===== config.mk =====
export PLATFORM = sky130hd
export DESIGN_NAME = comparator
export DESIGN_NICKNAME = d
export VERILOG_FILES = /design/src/rtl/comparator_pkg.sv /design/src/rtl/comparator_core.sv /design/src/rtl/comparator.sv
export SDC_FILE = /design/constraint.sdc
export NUM_CORES = 1
export LEC_CHECK = 0
export BUFFER_PORTS_ARGS = -buffer_cell sky130_fd_sc_hd__buf_2
export CAP_MARGIN = 20
export CORE_AREA = 10 10 47 49
export DETAILED_ROUTE_END_ITERATION = 8
export DIE_AREA = 0 0 57 59
export PLACE_DENSITY = 0.58
export SETUP_SLACK_MARGIN = 0.15
export SYNTH_ARGS = -nofsm -noshare
export SYNTH_HDL_FRONTEND = slang
export SYNTH_HIERARCHICAL = 1
export SYNTH_SLANG_ARGS = --single-unit
export TNS_END_PERCENT = 30

===== constraint.sdc =====
create_clock -name clk -period 1.9 [get_ports clk]
set_input_delay 0.19 -clock clk [delete_from_list [all_inputs] [get_ports clk]]
set_output_delay 0.19 -clock clk [all_outputs]
set_load 0.1 [all_outputs]

===== src/rtl/comparator_pkg.sv =====
// Shared types and constants for the registered magnitude comparator.
// The result encoding is one-hot {g,e,l}.
package comparator_pkg;

  localparam int unsigned CMP_W_MAX = 64;

  typedef struct packed {
    logic g;
    logic e;
    logic l;
  } cmp_res_t;

  localparam cmp_res_t CMP_GT = 3'b100;
  localparam cmp_res_t CMP_EQ = 3'b010;
  localparam cmp_res_t CMP_LT = 3'b001;

  // Packs final tree (gt, eq) flags into the one-hot result; lt is implied.
  function automatic cmp_res_t cmp_pack(input logic gt, input logic eq);
    cmp_res_t r;
    r.g = gt;
    r.e = eq;
    r.l = ~gt & ~eq;
    return r;
  endfunction

endpackage


===== src/rtl/comparator_core.sv =====
// Combinational unsigned magnitude compare built as a log2(W)-depth tree of
// (gt,eq) merges, with the more significant segment dominating each merge.
module comparator_core
  import comparator_pkg::*;
#(
  parameter int unsigned W = 8
) (
  input  logic [W-1:0] a,
  input  logic [W-1:0] b,
  output cmp_res_t     res
);

  localparam int unsigned NLVL = $clog2(W);
  localparam int unsigned P    = 1 << NLVL;

  // Zero padding to a power of two gives pad leaves eq=1, gt=0, which are
  // neutral in every merge.
  logic [P-1:0] a_p;
  logic [P-1:0] b_p;

  always_comb begin
    a_p         = '0;
    b_p         = '0;
    a_p[W-1:0]  = a;
    b_p[W-1:0]  = b;
  end

  genvar k, i;
  generate
    for (k = 0; k <= NLVL; k++) begin : g_lvl
      localparam int unsigned N = P >> k;
      logic [N-1:0] gt;
      logic [N-1:0] eq;
      if (k == 0) begin : g_leaf
        assign gt = a_p & ~b_p;
        assign eq = ~(a_p ^ b_p);
      end else begin : g_node
        for (i = 0; i < N; i++) begin : g_m
          assign gt[i] = g_lvl[k-1].gt[2*i+1]
                       | (g_lvl[k-1].eq[2*i+1] & g_lvl[k-1].gt[2*i]);
          assign eq[i] = g_lvl[k-1].eq[2*i+1] & g_lvl[k-1].eq[2*i];
        end
      end
    end
  endgenerate

  always_comb begin
    res = cmp_pack(g_lvl[NLVL].gt[0], g_lvl[NLVL].eq[0]);
  end

endmodule


===== src/rtl/comparator.sv =====
// Registered unsigned comparator: one-hot g/e/l one cycle after in_valid.
// Define COMPARATOR_MINMAX_EN to add registered max_o/min_o outputs.
module comparator
  import comparator_pkg::*;
#(
  parameter int unsigned W = 8
) (
  input  logic         clk,
  input  logic         rst_n,
  input  logic         in_valid,
  input  logic [W-1:0] a,
  input  logic [W-1:0] b,
`ifdef COMPARATOR_MINMAX_EN
  output logic [W-1:0] max_o,
  output logic [W-1:0] min_o,
`endif
  output logic         out_valid,
  output logic         g,
  output logic         e,
  output logic         l
);

  generate
    if (W < 1 || W > CMP_W_MAX) begin : g_bad_w
      $error("comparator: W out of range");
    end
  endgenerate

  cmp_res_t cmp_res;

  comparator_core #(.W(W)) u_core (
    .a   (a),
    .b   (b),
    .res (cmp_res)
  );

  logic     valid_d, valid_q;
  cmp_res_t res_d, res_q;

  // Hold muxes select the stored value when idle, so junk on a/b never
  // reaches the result registers.
  always_comb begin
    valid_d = in_valid;
    res_d   = res_q;
    if (in_valid) res_d = cmp_res;
  end

  always_ff @(posedge clk or negedge rst_n) begin
    if (!rst_n) begin
      valid_q <= 1'b0;
      res_q   <= '0;
    end else begin
      valid_q <= valid_d;
      res_q   <= res_d;
    end
  end

  assign out_valid = valid_q;
  assign g         = res_q.g;
  assign e         = res_q.e;
  assign l         = res_q.l;

`ifdef COMPARATOR_MINMAX_EN
  logic [W-1:0] max_d, max_q;
  logic [W-1:0] min_d, min_q;
  logic         a_ge_b;

  always_comb begin
    a_ge_b = cmp_res.g | cmp_res.e;
    max_d  = max_q;
    min_d  = min_q;
    if (in_valid) begin
      max_d = a_ge_b ? a : b;
      min_d = a_ge_b ? b : a;
    end
  end

  always_ff @(posedge clk or negedge rst_n) begin
    if (!rst_n) begin
      max_q <= '0;
      min_q <= '0;
    end else begin
      max_q <= max_d;
      min_q <= min_d;
    end
  end

  assign max_o = max_q;
  assign min_o = min_q;
`endif

endmodule


==> results_tabular.tex, run 1 <==
\begin{tabular}{lr}
\hline
Metric & Value \\
\hline
\multicolumn{2}{l}{\textbf{Setup path}} \\
\quad Delay of the slowest critical-path stage & 0.43 ns \\
\quad Buffers and inverters on the worst path & 1 \\
\quad Worst Path Class, Setup & flip-flop to output port \\
\quad Data arrival at the endpoint of the critical path & just under 1 ns \\
\quad Max FO, Critical Path & 2 \\
\quad CP top delay family & buffers and inverters \\
\quad Crit-path slowest cell & sky130\_fd\_sc\_hd\_\_buf\_2 \\
\quad Critical path required time & approximately 1.7 ns \\
\quad Capturing element type of the critical path & output port \\
\quad Crit path cell chain & buf\_2 \\
\quad Sort of element at the start of the critical path & flip-flop \\
\multicolumn{2}{l}{\textbf{Pwr}} \\
\quad PD cells & about 700 nW/µm² \\
\quad Total design power & around 0.35 mW \\
\quad Worst ir drop on vdd & 0.489 mV \\
\quad Leakage power of the design & 0.301 nW \\
\multicolumn{2}{l}{\textbf{Placement}} \\
\quad HPWL after detailed placement & just under 800 µm \\
\quad Routability cong. & approximately 0.63 \\
\quad Port bufs & 22 \\
\quad Post-placement cell area & between 400 and 500 µm² \\
\multicolumn{2}{l}{\textbf{Layout}} \\
\quad Area added between synthesis and finish & 41.1\% \\
\quad \# nets final & 93 \\
\quad Ant diodes & 0 \\
\quad Fraction of the core area covered by cells at the end of the flow & a little over a third \\
\quad Fraction of final layout cells with drive strength greater than 1 & 45.3\% \\
\quad Filler cell count & 157 \\
\quad Design Area, Final & between 500 and 600 µm² \\
\multicolumn{2}{l}{\textbf{STA}} \\
\quad Setup tns final & 0 ns \\
\quad Worst slew margin relative to its limit & 67.1\% \\
\quad Slew of the pin with the lowest slew margin & 0.496 ns \\
\quad Final clock period utilization by the worst path & 62.1\% \\
\quad Max-slew violation total from the final report & 0 \\
\quad Maximum operating frequency & 0.847 GHz \\
\quad Final setup fails & 0 \\
\quad RSZ-0062 raised after global routing & false \\
\quad Shortest period the worst path allows & 1.18 ns \\
\quad Final hold vios & 0 \\
\quad Final setup skew & 0 ns \\
\multicolumn{2}{l}{\textbf{Synthesis}} \\
\quad Sequential fraction of the synthesis area & 27.9\% \\
\quad Post-synth top area share & 27.9\% \\
\quad Dominant cell type by area after synthesis & sky130\_fd\_sc\_hd\_\_dfrtp\_1 \\
\quad Post-synthesis instance area & approximately 360 µm² \\
\quad Synthesized netlist cell count & 40 \\
\quad Number of warnings issued by yosys & 6 \\
\quad Synth Area per Inst & 8.98 µm² \\
\quad Synth top area cells & sky130\_fd\_sc\_hd\_\_dfrtp\_1 (28\%), sky130\_fd\_sc\_hd\_\_ha\_1 (28\%), sky130\_fd\_sc\_hd\_\_mux2\_2 (9.4\%), sky130\_fd\_sc\_hd\_\_inv\_1 (8.4\%), sky130\_fd\_sc\_hd\_\_a21oi\_1 (5.6\%) \\
\quad Post-synth cell types & 14 \\
\quad Post-Syn Nets & 67 \\
\quad Number of synthesized register bits & 4 \\
\multicolumn{2}{l}{\textbf{Clocking}} \\
\quad Clock latency on the worst-skew pair & 0.23 ns \\
\quad Worst-path clk slew & 0.04 ns \\
\quad Buffer cell driving the clock tree root & sky130\_fd\_sc\_hd\_\_clkbuf\_4 \\
\quad TritonCTS clock tree & yes \\
\quad Number of buffers inserted during clock tree synthesis & 3 \\
\quad Number of buffers added for setup after CTS & 0 \\
\quad Number of hold buffers added after cts & 1 \\
\quad Post-cts sizing count & 0 \\
\quad Htree depth & 1 \\
\quad Maximum clock path buffer count & 2 \\
\quad CTS sink count & 4 \\
\multicolumn{2}{l}{\textbf{Global route}} \\
\quad Maximum number of pins on one net before global-route repair & 5 \\
\quad Global Route Usage Sum & 5.47\% \\
\quad First-pass GRT wire length & 1440 µm \\
\quad Number of global-route vias before repair & 327 \\
\quad Number of antenna violations at the first check in global routing & 0 \\
\quad Final global-route overflow total & 0 \\
\multicolumn{2}{l}{\textbf{Detailed routing}} \\
\quad Number of DRC markers after the initial detailed-route iteration & 2 \\
\quad Total detailed-routing wirelength & about 850 µm \\
\quad WL per Instance & approximately 11 µm \\
\quad Residual DRC count & 0 \\
\quad Antenna-violating nets left & 0 \\
\quad Number of search-and-repair iterations in the first detailed-routing pass & 2 \\
\quad Vias after detailed routing & 335 \\
\quad Vias per inst & around 4.2 \\
\multicolumn{2}{l}{\textbf{Floorplan}} \\
\quad Overall die width & 57 µm \\
\quad Core Region & 1400 µm² \\
\quad Number of placement rows & 14 \\
\quad I/O Pins & 23 \\
\quad Die height & 59 µm \\
\quad Total Die Area & 3360 µm² \\
\quad Effective utilization at floorplan & 25.6\% \\
\multicolumn{2}{l}{\textbf{Min path}} \\
\quad Path class of the lowest-slack min-delay path & input pin to flip-flop \\
\multicolumn{2}{l}{\textbf{Flow run}} \\
\quad Reported max-cap violation count & 0 \\
\multicolumn{2}{l}{\textbf{Status}} \\
\quad Status & finished, final reports clean \\
\hline
\end{tabular}
-- cells by family (layout without fill, tap and decap cells) --
kind of cell,count (synthesis),count (layout),share of synthesized area [%]
multiplexers,3,3,9.41
buffers and inverters,10,34,12.5
adder cells (fa/ha/maj),8,8,27.9
AND/OR/NAND/NOR,6,6,7.32
flip-flops,4,4,27.9
AO/OA/AOI/OAI,9,9,15.0
-- power breakdown --
group	internal, mW	total [mW]	switching [mW]
logic	0.0455	0.148	0.102
registers	0.0942	0.0973	0.00304
clock network	0.0705	0.104	0.0331
-- Yosys cell counts (all sizes together) --
cell,n
ha,8
inv,8
a21oi,5
dfrtp,4
mux2,3
nand2,3
buf,2
o21ai,2
a21o,1
nand4,1
nor2,1
nor3,1
o211ai,1
-- cells in the final DEF, fill, tap and decap left out, types with 2 or more instances in the layout --
| cell type | count |
|---|---|
| sky130_fd_sc_hd__buf_2 | 22 |
| sky130_fd_sc_hd__nand2_1 | 3 |
| sky130_fd_sc_hd__mux2_2 | 3 |
| sky130_fd_sc_hd__ha_1 | 8 |
| sky130_fd_sc_hd__clkbuf_4 | 3 |
| sky130_fd_sc_hd__o21ai_0 | 2 |
| sky130_fd_sc_hd__a21oi_1 | 4 |
| sky130_fd_sc_hd__inv_1 | 8 |
| sky130_fd_sc_hd__dfrtp_1 | 4 |
-- worst paths after layout --
kind | from | end | slack (ns) | depth (start not counted)
worst max-delay path | g$_DFFE_PN0P_ | g | 0.72 | 1
worst min-delay path | in_valid | out_valid$_DFF_PN0_ | 0.13 | 1
worst max register to register | l$_DFFE_PN0P_ | l$_DFFE_PN0P_ | 1.17 | 1
worst min register to register | g$_DFFE_PN0P_ | g$_DFFE_PN0P_ | 0.50 | 1
max in group asynchronous | rst_n | out_valid$_DFF_PN0_ | 1.49 | 2
min in group asynchronous | rst_n | l$_DFFE_PN0P_ | 0.28 | 2
-- flip-flops by register name, summed over array words and instances (netlist names) --
register	count
l	1
out_valid	1
e	1
g	1
-- metal layers --
layer | share of wire (%) | routed length (µm) | track usage (%) | vias up
met4 | 0 | 0 | 3.02 | 0
li1 | - | - | - | 185
met3 | 11 | 97 | 4.72 | 0
met2 | 38 | 320 | 6.51 | 15
met5 | 0 | 0 | 0 | -
met1 | 51 | 430 | 6.37 | 135
-- cell type report --
class	instances	area, µm²	area share (%)
Inverter	8	30.0	5.93
Sequential cell	4	100	19.8
Multi-Input combinational cell	26	214	42.2
Clock buffer	3	22.5	4.44
Tap cell	16	20.0	3.95
Timing Repair Buffer	23	120	23.7
-- through the flow --
| stage | cells | setup WS (ns) | hold WS [ns] |
|---|---|---|---|
| 6_report | 80 | 0.719 | 0.131 |
| 5_1_grt | 80 | 0.645 | 0.117 |
| 4_1_cts | 80 | 0.699 | 0.123 |
| 3_5_place_dp | 76 | 0.467 | -0.00187 |
| 3_3_place_gp | 76 | 0.479 | -0.000304 |
| 2_1_floorplan | 40 | 0.506 | -0.106 |
Power figures use the tool's default switching activity.
==> inputs of run 2 (changes only) <==
==> constraint.sdc (replaced) <==
create_clock -name clk -period 1.2 [get_ports clk]
set_input_delay 0.12 -clock clk [delete_from_list [all_inputs] [get_ports clk]]
set_output_delay 0.12 -clock clk [all_outputs]
set_load 0.1 [all_outputs]
==> results_tabular.tex, run 2 (synthesis gave the netlist of run 1 again) <==
\begin{tabular}{lr}
\hline
Metric & Value \\
\hline
\multicolumn{2}{l}{\textbf{Status}} \\
\quad Status & finished, final reports clean \\
\multicolumn{2}{l}{\textbf{Setup path}} \\
\quad Max FO, Critical Path & 3 \\
\quad Capturing element type of the critical path & flip-flop \\
\quad Worst Path Class, Setup & input pin to flip-flop \\
\quad Crit path cell chain & buf\_2 -> ha\_4 -> a21oi\_2 -> o21ai\_1 -> a21o\_1 -> mux2\_2 \\
\quad Critical path required time & 1.31 ns \\
\quad Crit-path slowest cell & sky130\_fd\_sc\_hd\_\_mux2\_2 \\
\quad Buffers and inverters on the worst path & 1 \\
\quad CP top delay family & compound AO/OA/AOI/OAI gates \\
\quad Delay of the slowest critical-path stage & 0.25 ns \\
\quad Sort of element at the start of the critical path & input pin \\
\quad Data arrival at the endpoint of the critical path & 1.12 ns \\
\multicolumn{2}{l}{\textbf{Clocking}} \\
\quad CTS sink count & 4 \\
\quad Number of buffers added for setup after CTS & 0 \\
\quad Clock latency on the worst-skew pair & 0.23 ns \\
\quad Buffer cell driving the clock tree root & sky130\_fd\_sc\_hd\_\_clkbuf\_4 \\
\quad TritonCTS clock tree & yes \\
\quad Htree depth & 1 \\
\quad Worst-path clk slew & approximately 0.04 ns \\
\quad Maximum clock path buffer count & 2 \\
\quad Number of buffers inserted during clock tree synthesis & 3 \\
\multicolumn{2}{l}{\textbf{Pwr}} \\
\quad Worst ir drop on vdd & 0.758 mV \\
\quad Net switching fraction of the power & 37.7\% \\
\quad Internal power of the cells & 0.417 mW \\
\quad Clk pwr share & 26.9\% \\
\quad Power share of the sequential group & 24.3\% \\
\quad Leakage power of the design & 0.326 nW \\
\quad PD cells & 1010 nW/µm² \\
\quad Comb pwr share & between 40\% and 50\% \\
\quad Total design power & 0.670 mW \\
\quad Net switching power of the design & around 0.25 mW \\
\multicolumn{2}{l}{\textbf{Layout}} \\
\quad \# nets final & 94 \\
\quad Most frequent standard cell in the layout excluding fill and tap cells & sky130\_fd\_sc\_hd\_\_buf\_2 \\
\quad Count of non-filler cells in the finished layout & 82 \\
\quad Filler cell count & 146 \\
\quad Area added between synthesis and finish & 84.0\% \\
\quad Ant diodes & 0 \\
\quad Highest-count cells in the layout ignoring fill and taps & sky130\_fd\_sc\_hd\_\_buf\_2 (18), sky130\_fd\_sc\_hd\_\_inv\_1 (6), sky130\_fd\_sc\_hd\_\_ha\_4 (5) \\
\quad Fraction of the core area covered by cells at the end of the flow & 47.1\% \\
\quad Fraction of final layout cells with drive strength greater than 1 & roughly two thirds \\
\multicolumn{2}{l}{\textbf{Floorplan}} \\
\quad Total Die Area & 3360 µm² \\
\quad Core Region & 1400 µm² \\
\quad Number of placement rows & 14 \\
\quad I/O Pins & 23 \\
\quad Overall die width & 57 µm \\
\quad Die height & 59 µm \\
\quad Effective utilization at floorplan & 25.6\% \\
\multicolumn{2}{l}{\textbf{STA}} \\
\quad Max-slew violation total from the final report & 0 \\
\quad Worst slew margin relative to its limit & approximately four fifths \\
\quad Final setup skew & 0 ns \\
\quad Final hold vios & 0 \\
\quad Setup tns final & 0 ns \\
\quad Final setup fails & 0 \\
\quad Maximum operating frequency & 0.993 GHz \\
\quad RSZ-0062 raised after global routing & true \\
\quad Final clock period utilization by the worst path & 83.9\% \\
\quad Shortest period the worst path allows & 1.01 ns \\
\quad Slew of the pin with the lowest slew margin & $\sim$0.28 ns \\
\multicolumn{2}{l}{\textbf{Detailed routing}} \\
\quad Total detailed-routing wirelength & 965 µm \\
\quad Residual DRC count & 0 \\
\quad Vias after detailed routing & 365 \\
\quad Vias per inst & 4.45 \\
\quad WL per Instance & 11.8 µm \\
\quad Antenna-violating nets left & 0 \\
\quad Number of search-and-repair iterations in the first detailed-routing pass & 1 \\
\quad Number of DRC markers after the initial detailed-route iteration & 0 \\
\multicolumn{2}{l}{\textbf{Global route}} \\
\quad Most Crowded Layer GR & met2 \\
\quad Global routing usage on met3 & 4.94\% \\
\quad GR Util met2 & 10.4\% \\
\quad Global routing usage on met1 & 4.79\% \\
\quad First-pass GRT wire length & $\sim$1600 µm \\
\quad Global Route Usage Sum & 6.03\% \\
\quad Number of global-route vias before repair & 399 \\
\quad Final global-route overflow total & 0 \\
\quad Number of antenna violations at the first check in global routing & 0 \\
\quad Maximum number of pins on one net before global-route repair & 5 \\
\multicolumn{2}{l}{\textbf{Flow run}} \\
\quad Reported max-cap violation count & 0 \\
\multicolumn{2}{l}{\textbf{Placement}} \\
\quad Routability cong. & between 0.6 and 0.7 \\
\quad HPWL after detailed placement & 836 µm \\
\quad Inst Count DP & 77 \\
\quad Port bufs & 22 \\
\multicolumn{2}{l}{\textbf{Min path}} \\
\quad Path class of the lowest-slack min-delay path & input pin to flip-flop \\
\hline
\end{tabular}
## run 2: cell count changes in the layout (fill, tap and decap cells not counted), moves of 3 or more
| cell | before | now |
|---|---|---|
| sky130_fd_sc_hd__buf_12 | 0 | 3 |
| sky130_fd_sc_hd__ha_1 | 8 | 3 |
| sky130_fd_sc_hd__buf_2 | 22 | 18 |
| sky130_fd_sc_hd__ha_4 | 0 | 5 |
| sky130_fd_sc_hd__a21oi_1 | 4 | 1 |
## run 2: power by group through the flow
stage | logic [mW] | registers [mW] | clock network [mW]
2_1_floorplan | 0.0855 | 0.258 | 0
3_3_place_gp | 0.285 | 0.165 | 0
3_5_place_dp | 0.289 | 0.164 | 0
4_1_cts | 0.292 | 0.163 | 0.191
5_1_grt | 0.355 | 0.165 | 0.207
6_report | 0.327 | 0.163 | 0.180
## run 2: area by class of cell
type	count	area, µm²	share of cell area [%]
Clock buffer	4	26.3	3.98
Inverter	8	30.0	4.55
Multi-Input combinational cell	26	308	46.6
Sequential cell	4	101	15.3
Tap cell	16	20.0	3.03
Timing Repair Buffer	24	175	26.5
## run 2: final timing paths
kind / start / to / slack [ns] / cells after the start
max in group asynchronous: rst_n / e$_DFFE_PN0P_ / 0.86 / 2
setup reg to reg: l$_DFFE_PN0P_ / l$_DFFE_PN0P_ / 0.40 / 1
setup / recovery: a[3] / g$_DFFE_PN0P_ / 0.19 / 6
hold / removal: in_valid / out_valid$_DFF_PN0_ / 0.06 / 1
hold reg to reg: e$_DFFE_PN0P_ / e$_DFFE_PN0P_ / 0.55 / 1
min in group asynchronous: rst_n / out_valid$_DFF_PN0_ / 0.21 / 2
## run 2: timing repair
item	CTS	global route
endpoints found under the hold margin	4	0
resized for setup	1	13
endpoints found under the setup margin	2	2
pin swaps	0	5
hold buffers	1	0
## run 2: metrics by stage
stage,setup WS [ns],cell area (µm²),hold slack [ns]
5_1_grt,0.147,661,0.0529
4_1_cts,0.149,596,0.0419
3_3_place_gp,-0.0815,557,-0.0723
6_report,0.193,661,0.0573
2_1_floorplan,-0.0559,389,-0.176
3_5_place_dp,-0.0935,557,-0.0692
## run 2: layer usage
metal	up-vias	wire, µm
met5	-	0
met4	0	0
met3	0	145
met2	15	509
met1	161	310
li1	189	-
